## src/rtl/axil_ptgen_master.sv

```systemverilog
// AXI4-Lite master pattern generator/checker: writes a pattern run,
// reads it back, and reports mismatches, bad responses and stalls.
module axil_ptgen_master #(
  parameter int          C_M_AXI_ADDR_WIDTH   = 32,
  parameter int          C_M_AXI_DATA_WIDTH   = 32,
  parameter logic [31:0] C_M_TARGET_BASE_ADDR = 32'h4000_0000,
  parameter int          C_NUM_TRANS          = 4,
  parameter int          C_ADDR_STRIDE        = C_M_AXI_DATA_WIDTH/8,
  parameter int          C_TIMEOUT_CYCLES     = 1024,
  parameter logic [31:0] C_LFSR_SEED          = 32'h0000_0001
) (
  input  logic                            ACLK,
  input  logic                            ARESETN,
  input  logic                            INIT_AXI_TXN,
  input  logic [1:0]                      PATTERN_MODE,
  output logic                            BUSY,
  output logic                            TXN_DONE,
  output logic                            ERROR,
  output logic                            TIMEOUT,
  output logic [7:0]                      ERR_CNT,
  output logic [C_M_AXI_ADDR_WIDTH-1:0]   FIRST_ERR_ADDR,
  output logic [C_M_AXI_ADDR_WIDTH-1:0]   M_AXI_AWADDR,
  output logic [2:0]                      M_AXI_AWPROT,
  output logic                            M_AXI_AWVALID,
  input  logic                            M_AXI_AWREADY,
  output logic [C_M_AXI_DATA_WIDTH-1:0]   M_AXI_WDATA,
  output logic [C_M_AXI_DATA_WIDTH/8-1:0] M_AXI_WSTRB,
  output logic                            M_AXI_WVALID,
  input  logic                            M_AXI_WREADY,
  input  logic [1:0]                      M_AXI_BRESP,
  input  logic                            M_AXI_BVALID,
  output logic                            M_AXI_BREADY,
  output logic [C_M_AXI_ADDR_WIDTH-1:0]   M_AXI_ARADDR,
  output logic [2:0]                      M_AXI_ARPROT,
  output logic                            M_AXI_ARVALID,
  input  logic                            M_AXI_ARREADY,
  input  logic [C_M_AXI_DATA_WIDTH-1:0]   M_AXI_RDATA,
  input  logic [1:0]                      M_AXI_RRESP,
  input  logic                            M_AXI_RVALID,
  output logic                            M_AXI_RREADY
);

  localparam int AW = C_M_AXI_ADDR_WIDTH;
  localparam int DW = C_M_AXI_DATA_WIDTH;
  localparam int TW = $clog2(C_TIMEOUT_CYCLES + 1);
  localparam logic [AW-1:0] BASE   = AW'(C_M_TARGET_BASE_ADDR);
  localparam logic [AW-1:0] STRIDE = AW'(C_ADDR_STRIDE);
  localparam logic [7:0]    LAST   = 8'(C_NUM_TRANS - 1);
  localparam logic [TW-1:0] T_LAST = TW'(C_TIMEOUT_CYCLES - 1);
  localparam logic [TW-1:0] T_SAT  = TW'(C_TIMEOUT_CYCLES);

  typedef enum logic [2:0] {
    IDLE, WR_ADDR, WR_RESP, RD_ADDR, RD_DATA, DONE
  } state_t;

  state_t          state_q, state_d;
  logic            awv_q, awv_d;
  logic            wv_q, wv_d;
  logic            init_q, init_qq;
  logic [7:0]      idx_q;
  logic [AW-1:0]   addr_q;
  logic [31:0]     lfsr_q;
  logic [1:0]      mode_q;
  logic            err_q, tout_q;
  logic [7:0]      errcnt_q;
  logic [AW-1:0]   first_q;
  logic [TW-1:0]   timer_q;

  logic            init_edge, start, b_fire, r_fire, waiting;
  logic            last, err_evt;
  logic [31:0]     pat, addr32, lfsr_nx;
  logic [DW-1:0]   exp_data;

  assign init_edge = init_q & ~init_qq;
  assign last      = (idx_q == LAST);
  assign addr32    = 32'(addr_q);
  assign lfsr_nx   = {1'b0, lfsr_q[31:1]}
                   ^ (lfsr_q[0] ? 32'h8020_0003 : 32'h0);

  always_comb begin
    pat = addr32;
    case (mode_q)
      2'b00:   pat = 32'(idx_q) + 32'd1;
      2'b01:   pat = 32'd1 << idx_q[4:0];
      2'b10:   pat = lfsr_q;
      default: pat = addr32;
    endcase
  end

  if (DW == 64) begin : g_w64
    assign exp_data = {~pat, pat};
  end else begin : g_w32
    assign exp_data = pat;
  end

  always_comb begin
    state_d = state_q;
    awv_d   = awv_q;
    wv_d    = wv_q;
    start   = 1'b0;
    b_fire  = 1'b0;
    r_fire  = 1'b0;
    waiting = 1'b0;
    unique case (state_q)
      IDLE, DONE: begin
        if (init_edge) begin
          state_d = WR_ADDR;
          awv_d   = 1'b1;
          wv_d    = 1'b1;
          start   = 1'b1;
        end
      end
      WR_ADDR: begin
        waiting = 1'b1;
        if (awv_q && M_AXI_AWREADY) awv_d = 1'b0;
        if (wv_q && M_AXI_WREADY)   wv_d  = 1'b0;
        if (!awv_d && !wv_d) state_d = WR_RESP;
      end
      WR_RESP: begin
        waiting = 1'b1;
        if (M_AXI_BVALID) begin
          b_fire = 1'b1;
          if (last) begin
            state_d = RD_ADDR;
          end else begin
            state_d = WR_ADDR;
            awv_d   = 1'b1;
            wv_d    = 1'b1;
          end
        end
      end
      RD_ADDR: begin
        waiting = 1'b1;
        if (M_AXI_ARREADY) state_d = RD_DATA;
      end
      RD_DATA: begin
        waiting = 1'b1;
        if (M_AXI_RVALID) begin
          r_fire  = 1'b1;
          state_d = last ? DONE : RD_ADDR;
        end
      end
      default: state_d = IDLE;
    endcase
  end

  // a bad RRESP with bad data is still a single error
  assign err_evt = (b_fire && M_AXI_BRESP != 2'b00)
                || (r_fire && (M_AXI_RRESP != 2'b00
                               || M_AXI_RDATA != exp_data));

  always_ff @(posedge ACLK or negedge ARESETN) begin
    if (!ARESETN) begin
      state_q  <= IDLE;
      awv_q    <= 1'b0;
      wv_q     <= 1'b0;
      init_q   <= 1'b0;
      init_qq  <= 1'b0;
      idx_q    <= '0;
      addr_q   <= '0;
      lfsr_q   <= '0;
      mode_q   <= '0;
      err_q    <= 1'b0;
      tout_q   <= 1'b0;
      errcnt_q <= '0;
      first_q  <= '0;
      timer_q  <= '0;
    end else begin
      state_q <= state_d;
      awv_q   <= awv_d;
      wv_q    <= wv_d;
      init_q  <= INIT_AXI_TXN;
      init_qq <= init_q;
      if (state_d != state_q)
        timer_q <= '0;
      else if (waiting && timer_q != T_SAT)
        timer_q <= timer_q + TW'(1);
      if (waiting && state_d == state_q && timer_q == T_LAST) begin
        tout_q <= 1'b1;
        err_q  <= 1'b1;
      end
      if (start) begin
        idx_q    <= '0;
        addr_q   <= BASE;
        lfsr_q   <= C_LFSR_SEED;
        mode_q   <= PATTERN_MODE;
        err_q    <= 1'b0;
        tout_q   <= 1'b0;
        errcnt_q <= '0;
        first_q  <= '0;
      end else if (b_fire && last) begin
        idx_q  <= '0;
        addr_q <= BASE;
        lfsr_q <= C_LFSR_SEED;
      end else if (b_fire || r_fire) begin
        idx_q  <= idx_q + 8'd1;
        addr_q <= addr_q + STRIDE;
        lfsr_q <= lfsr_nx;
      end
      if (err_evt) begin
        err_q <= 1'b1;
        if (errcnt_q != 8'hFF) errcnt_q <= errcnt_q + 8'd1;
        if (errcnt_q == 8'h00) first_q <= addr_q;
      end
    end
  end

  assign BUSY           = (state_q != IDLE) && (state_q != DONE);
  assign TXN_DONE       = (state_q == DONE);
  assign ERROR          = err_q;
  assign TIMEOUT        = tout_q;
  assign ERR_CNT        = errcnt_q;
  assign FIRST_ERR_ADDR = first_q;
  assign M_AXI_AWADDR   = addr_q;
  assign M_AXI_AWPROT   = 3'b000;
  assign M_AXI_AWVALID  = awv_q;
  assign M_AXI_WDATA    = wv_q ? exp_data : '0;
  assign M_AXI_WSTRB    = {(DW/8){wv_q}};
  assign M_AXI_WVALID   = wv_q;
  assign M_AXI_BREADY   = (state_q == WR_RESP);
  assign M_AXI_ARADDR   = addr_q;
  assign M_AXI_ARPROT   = 3'b000;
  assign M_AXI_ARVALID  = (state_q == RD_ADDR);
  assign M_AXI_RREADY   = (state_q == RD_DATA);

endmodule

```

## config.mk

```make
export PLATFORM = sky130hd
export DESIGN_NAME = axil_ptgen_master
export DESIGN_NICKNAME = d
export VERILOG_FILES = /design/src/rtl/axil_ptgen_master.sv
export SDC_FILE = /design/constraint.sdc
export NUM_CORES = 1
export LEC_CHECK = 0
export ABC_CLOCK_PERIOD_IN_PS = 4500
export CORE_ASPECT_RATIO = 1.5
export CORE_MARGIN = 4
export CORE_UTILIZATION = 40
export CTS_BUF_LIST = sky130_fd_sc_hd__clkbuf_2
export DETAILED_ROUTE_END_ITERATION = 16
export PLACE_DENSITY = 0.68
export SYNTH_ARGS = -nofsm -noshare
export SYNTH_HDL_FRONTEND = slang
export SYNTH_SLANG_ARGS = --single-unit
```

## constraint.sdc

```tcl
create_clock -name ACLK -period 4.5 [get_ports ACLK]
set_input_delay 0.9 -clock ACLK [delete_from_list [all_inputs] [get_ports ACLK]]
set_output_delay 0.9 -clock ACLK [all_outputs]
set_load 0.005 [all_outputs]
```

==> run_results.csv <==
group,metric,value,unit
outcome,run_status,"complete, no violations",
power_and_ir_drop,power_switching,1.93,mW
cts,clock_tree.buffer_depth,2,
sta,period_share,0.957,
floorplanning,starting_utilization_of_the_core_area,0.409,
drt,drt.antenna.violating_nets,0,
sta,timing.fmax,0.232,GHz
drt,drc_errors,0,
worst_setup_path,top_fanout_value_on_the_critical_path,24,
power_and_ir_drop,comb_power_share,0.473,
layout,layout_area_overhead,25.7,%
drt,drt-total-wl,27800,microns
layout,fill_cells,1955,
sta,timing_worst_slew_pin_value,0.917,ns
drt,tritonroute_pass_1_iters,5,
drt,drt_iter0_markers,672,
floorplanning,design.die.area,23400,sq um
power_and_ir_drop,cellPowerDensity,431,nW/um^2
worst_hold_path,worstHoldPathType,"in2async",
worst_setup_path,startpoint_type,"flip-flop",
sta,whs,0.163,ns
sta,final-max-slew-violation-count,0,
worst_setup_path,r2r_start,"idx_q[0]",
layout,fin_cells,1348,
yosys,asyncSetResetFlopFracSynth,1.00,
power_and_ir_drop,seqPwrFrac,0.346,
placed_design,post-place-ws,-0.158,ns
cts,clock_sinks,132,
floorplanning,core_region_area,20500,sq um
sta,clock_skew,0.0462,ns
sta,finalWorstPathRequiredPeriod,4.31,ns
cts,cts.htree.levels,4,
drt,detailroute.via_count,7681,
global_route,antenna_found_initial,1,
floorplanning,die_height,185,microns
cts,cts_tree,"done",
worst_setup_path,arrival,3.41,ns
worst_setup_path,cp-startpoint,"mode_q[1]",
global_route,pin_count_of_the_biggest_net_entering_global_routing,91,
yosys,synth-seq-cells,132,
yosys,seq_area_frac_synth,0.394,
yosys,syn-cell-area,8380,sq um
global_route,grt_pass1_vias,7730,
cts,post-cts-setup-buffer-count,0,
yosys,post_synth_num_cell_types,77,
worst_setup_path,timing_worst_setup_path_type,"reg2out",
cts,path_clk_slew,0.25,ns
drt,detail_route.vias_per_cell,5.70,
layout,post_route_cells_drive_above_1_share,0.0794,
power_and_ir_drop,portion_of_total_power_attributed_to_the_clock_network,0.180,
yosys,synthesis.area_per_instance,9.03,sq um
power_and_ir_drop,power_switching_share,0.425,
cts,clock_buffer_count_from_cts,17,
placed_design,dp_cells,1315,
global_route,grt_first_pass_wirelength,43200,microns
layout,layout.area.seq,3310,sq um
sta,timing.slew.headroom,0.388,
floorplanning,floorplan.die.width,126,microns
sta,timing.final.ws_setup,0.191,ns
cts,clock_insertion_delay_worst_skew,0.69,ns
sta,setup_viol,0,
sta,rsz0062_at_grt,"false",
job,max_cap_violations,0,
worst_setup_path,end_kind,"output pin",
global_route,grt_remaining_overflow,0,
floorplanning,io_pins,201,
placed_design,gp_congestion,1.01,
yosys,synth_edf_count,0,
yosys,main_flop_type_after_synthesis,"dfrtp_1",
placed_design,buffer_ports.inserted,190,
cts,ctsRootBufferMaster,"clkbuf_2",
layout,finish.net_count,1127,
power_and_ir_drop,power,4.54,mW
yosys,ys_warn_count,0,
layout,multiInputGateArea,4350,sq um
placed_design,place_hpwl,21100,microns
power_and_ir_drop,ir_drop,185,uV
sta,hold_viol_final,0,
worst_setup_path,critPathRequiredTime,3.60,ns
global_route,grt.total_usage,0.234,
floorplanning,placement_rows,64,
power_and_ir_drop,power.internal,2.61,mW
power_and_ir_drop,p_leak,4.51,nW
yosys,netlist_instances,928,
drt,routed_wire_length_per_instance,20.6,microns
==> per-layer routing <==
metal	wire length, microns	track usage	up-vias
met5	0	0	-
met4	1510	0.124	0
met3	1770	0.0332	87
met2	13700	0.403	362
met1	10800	0.284	3700
li1	-	-	3532
==> kinds of logic after synthesis <==
logic type                 Yosys count  share of synthesized area
AOI/OAI and AO/OA                  204                      0.175
muxes                               54                     0.0672
other                                1                   0.000448
DFF                                132                      0.394
adders and majority gates           11                     0.0164
xor gates and xnor gates            53                     0.0554
and+or+nand+nor                    326                      0.197
buffers and inverters              147                     0.0938
==> synthesized netlist by cell type, types with 4 or more instances <==
cell       count  area (sq um)
a21o_1         4          30.0
and2_1         8          50.1
nor2_1        84           315
o21a_1         4          30.0
nand3_1       26           130
or3_1          9          56.3
xnor2_1       39           342
nand4_1       11          68.8
buf_2         13          65.1
or2_2          5          31.3
mux2i_1       39           390
o21ai_0       55           275
nor2b_1       11          68.8
inv_1         51           191
o211ai_1       5          37.5
a22oi_1        9          67.6
a211oi_1       6          45.0
clkbuf_1      28           105
a22o_1        30           263
o22ai_1        6          37.5
nand2_1       84           315
nor4_1        10          62.6
a21oi_1       19          95.1
nor3_1        22           110
nand3b_1       4          30.0
nand2b_1      15          93.8
dfrtp_1      132          3300
a211o_1        4          35.0
and3_1        12          75.1
ha_1          11           138
buf_4         52           390
o2111ai_1      9          78.8
mux2_2        14           158
o2bb2ai_1      4          35.0
a221o_1        5          50.1
a2111oi_0      4          35.0
xor2_1        14           123
==> repair_timing <==
action                                  in CTS  in global routing
hold buffers                                 0                  0
resized for setup                            0                  2
endpoints found under the setup margin       0                 20
==> cells in the final DEF (no fill, tap or decap), drive strengths merged, types with 10 or more instances in the layout <==
cell,instances
a21oi,19
a22o,30
a22oi,10
and3,12
buf,21
clkbuf,18
clkdlybuf4s50,189
conb,10
dfrtp,132
ha,11
inv,55
mux2,15
mux2i,39
nand2,84
nand2b,15
nand3,27
nand4,11
nor2,84
nor2b,11
nor3,22
nor4,10
o21ai,56
xnor2,39
xor2,14
==> worst max-delay path: stages (launching register included) <==
cell and delay (ns):
dfrtp_2 0.62, buf_4 0.26, or2_1 0.27, or3_1 0.37, and3_1 0.21, nor3_1 0.39, clkdlybuf4s50_1 0.60
==> registers in the layout, indices dropped and copies added (netlist names) <==
name / cells
init_q: 1
idx_q: 8
init_qq: 1
lfsr_q: 32
ERROR: 1
state_q: 3
mode_q: 2
M_AXI_AWVALID: 1
ERR_CNT: 8
timer_q: 11
M_AXI_WVALID: 1
TIMEOUT: 1
FIRST_ERR_ADDR: 32
M_AXI_ARADDR: 30
==> worst paths after layout <==
path / endpoint / slack (ns) / depth (start not counted)
max: M_AXI_WDATA[4] / 0.19 / 6
min: lfsr_q[19] / 0.16 / 1
max reg2reg: FIRST_ERR_ADDR[12] / 0.32 / 12
min reg2reg: init_qq / 0.43 / 0
max in group asynchronous: lfsr_q[1] / 3.38 / 2
min in group ACLK: init_qq / 0.43 / 0
==> final cells by class <==
| cell class | count | share of cell area |
|---|---|---|
| multi-input combinational | 658 | 0.413 |
| sequential | 132 | 0.314 |
| timing repair buffer | 210 | 0.198 |
| tap | 264 | 0.0314 |
| inverter | 51 | 0.0182 |
| clock inverter | 14 | 0.0166 |
| clock buffer | 18 | 0.00856 |
| antenna | 1 | 0.000238 |
==> power groups by stage <==
stage,registers (mW),clock network [mW],logic [mW]
CTS,1.57,0.831,2.14
global placement,1.58,0,2.11
detailed placement,1.59,0,2.13
floorplan,1.45,0,1.34
finish,1.57,0.819,2.15
global route,1.60,0.883,2.31
==> through the flow <==
stage,cell area (sq um),setup TNS [ns],utilization
after CTS,10500,0,0.513
after floorplan,8410,0,-
final,10500,0,0.514
after global placement,10300,-2.98,0.500
after detailed placement,10300,-3.46,0.500
after global routing,10500,0,0.514
No activity file was read; power rests on OpenSTA's default activity.
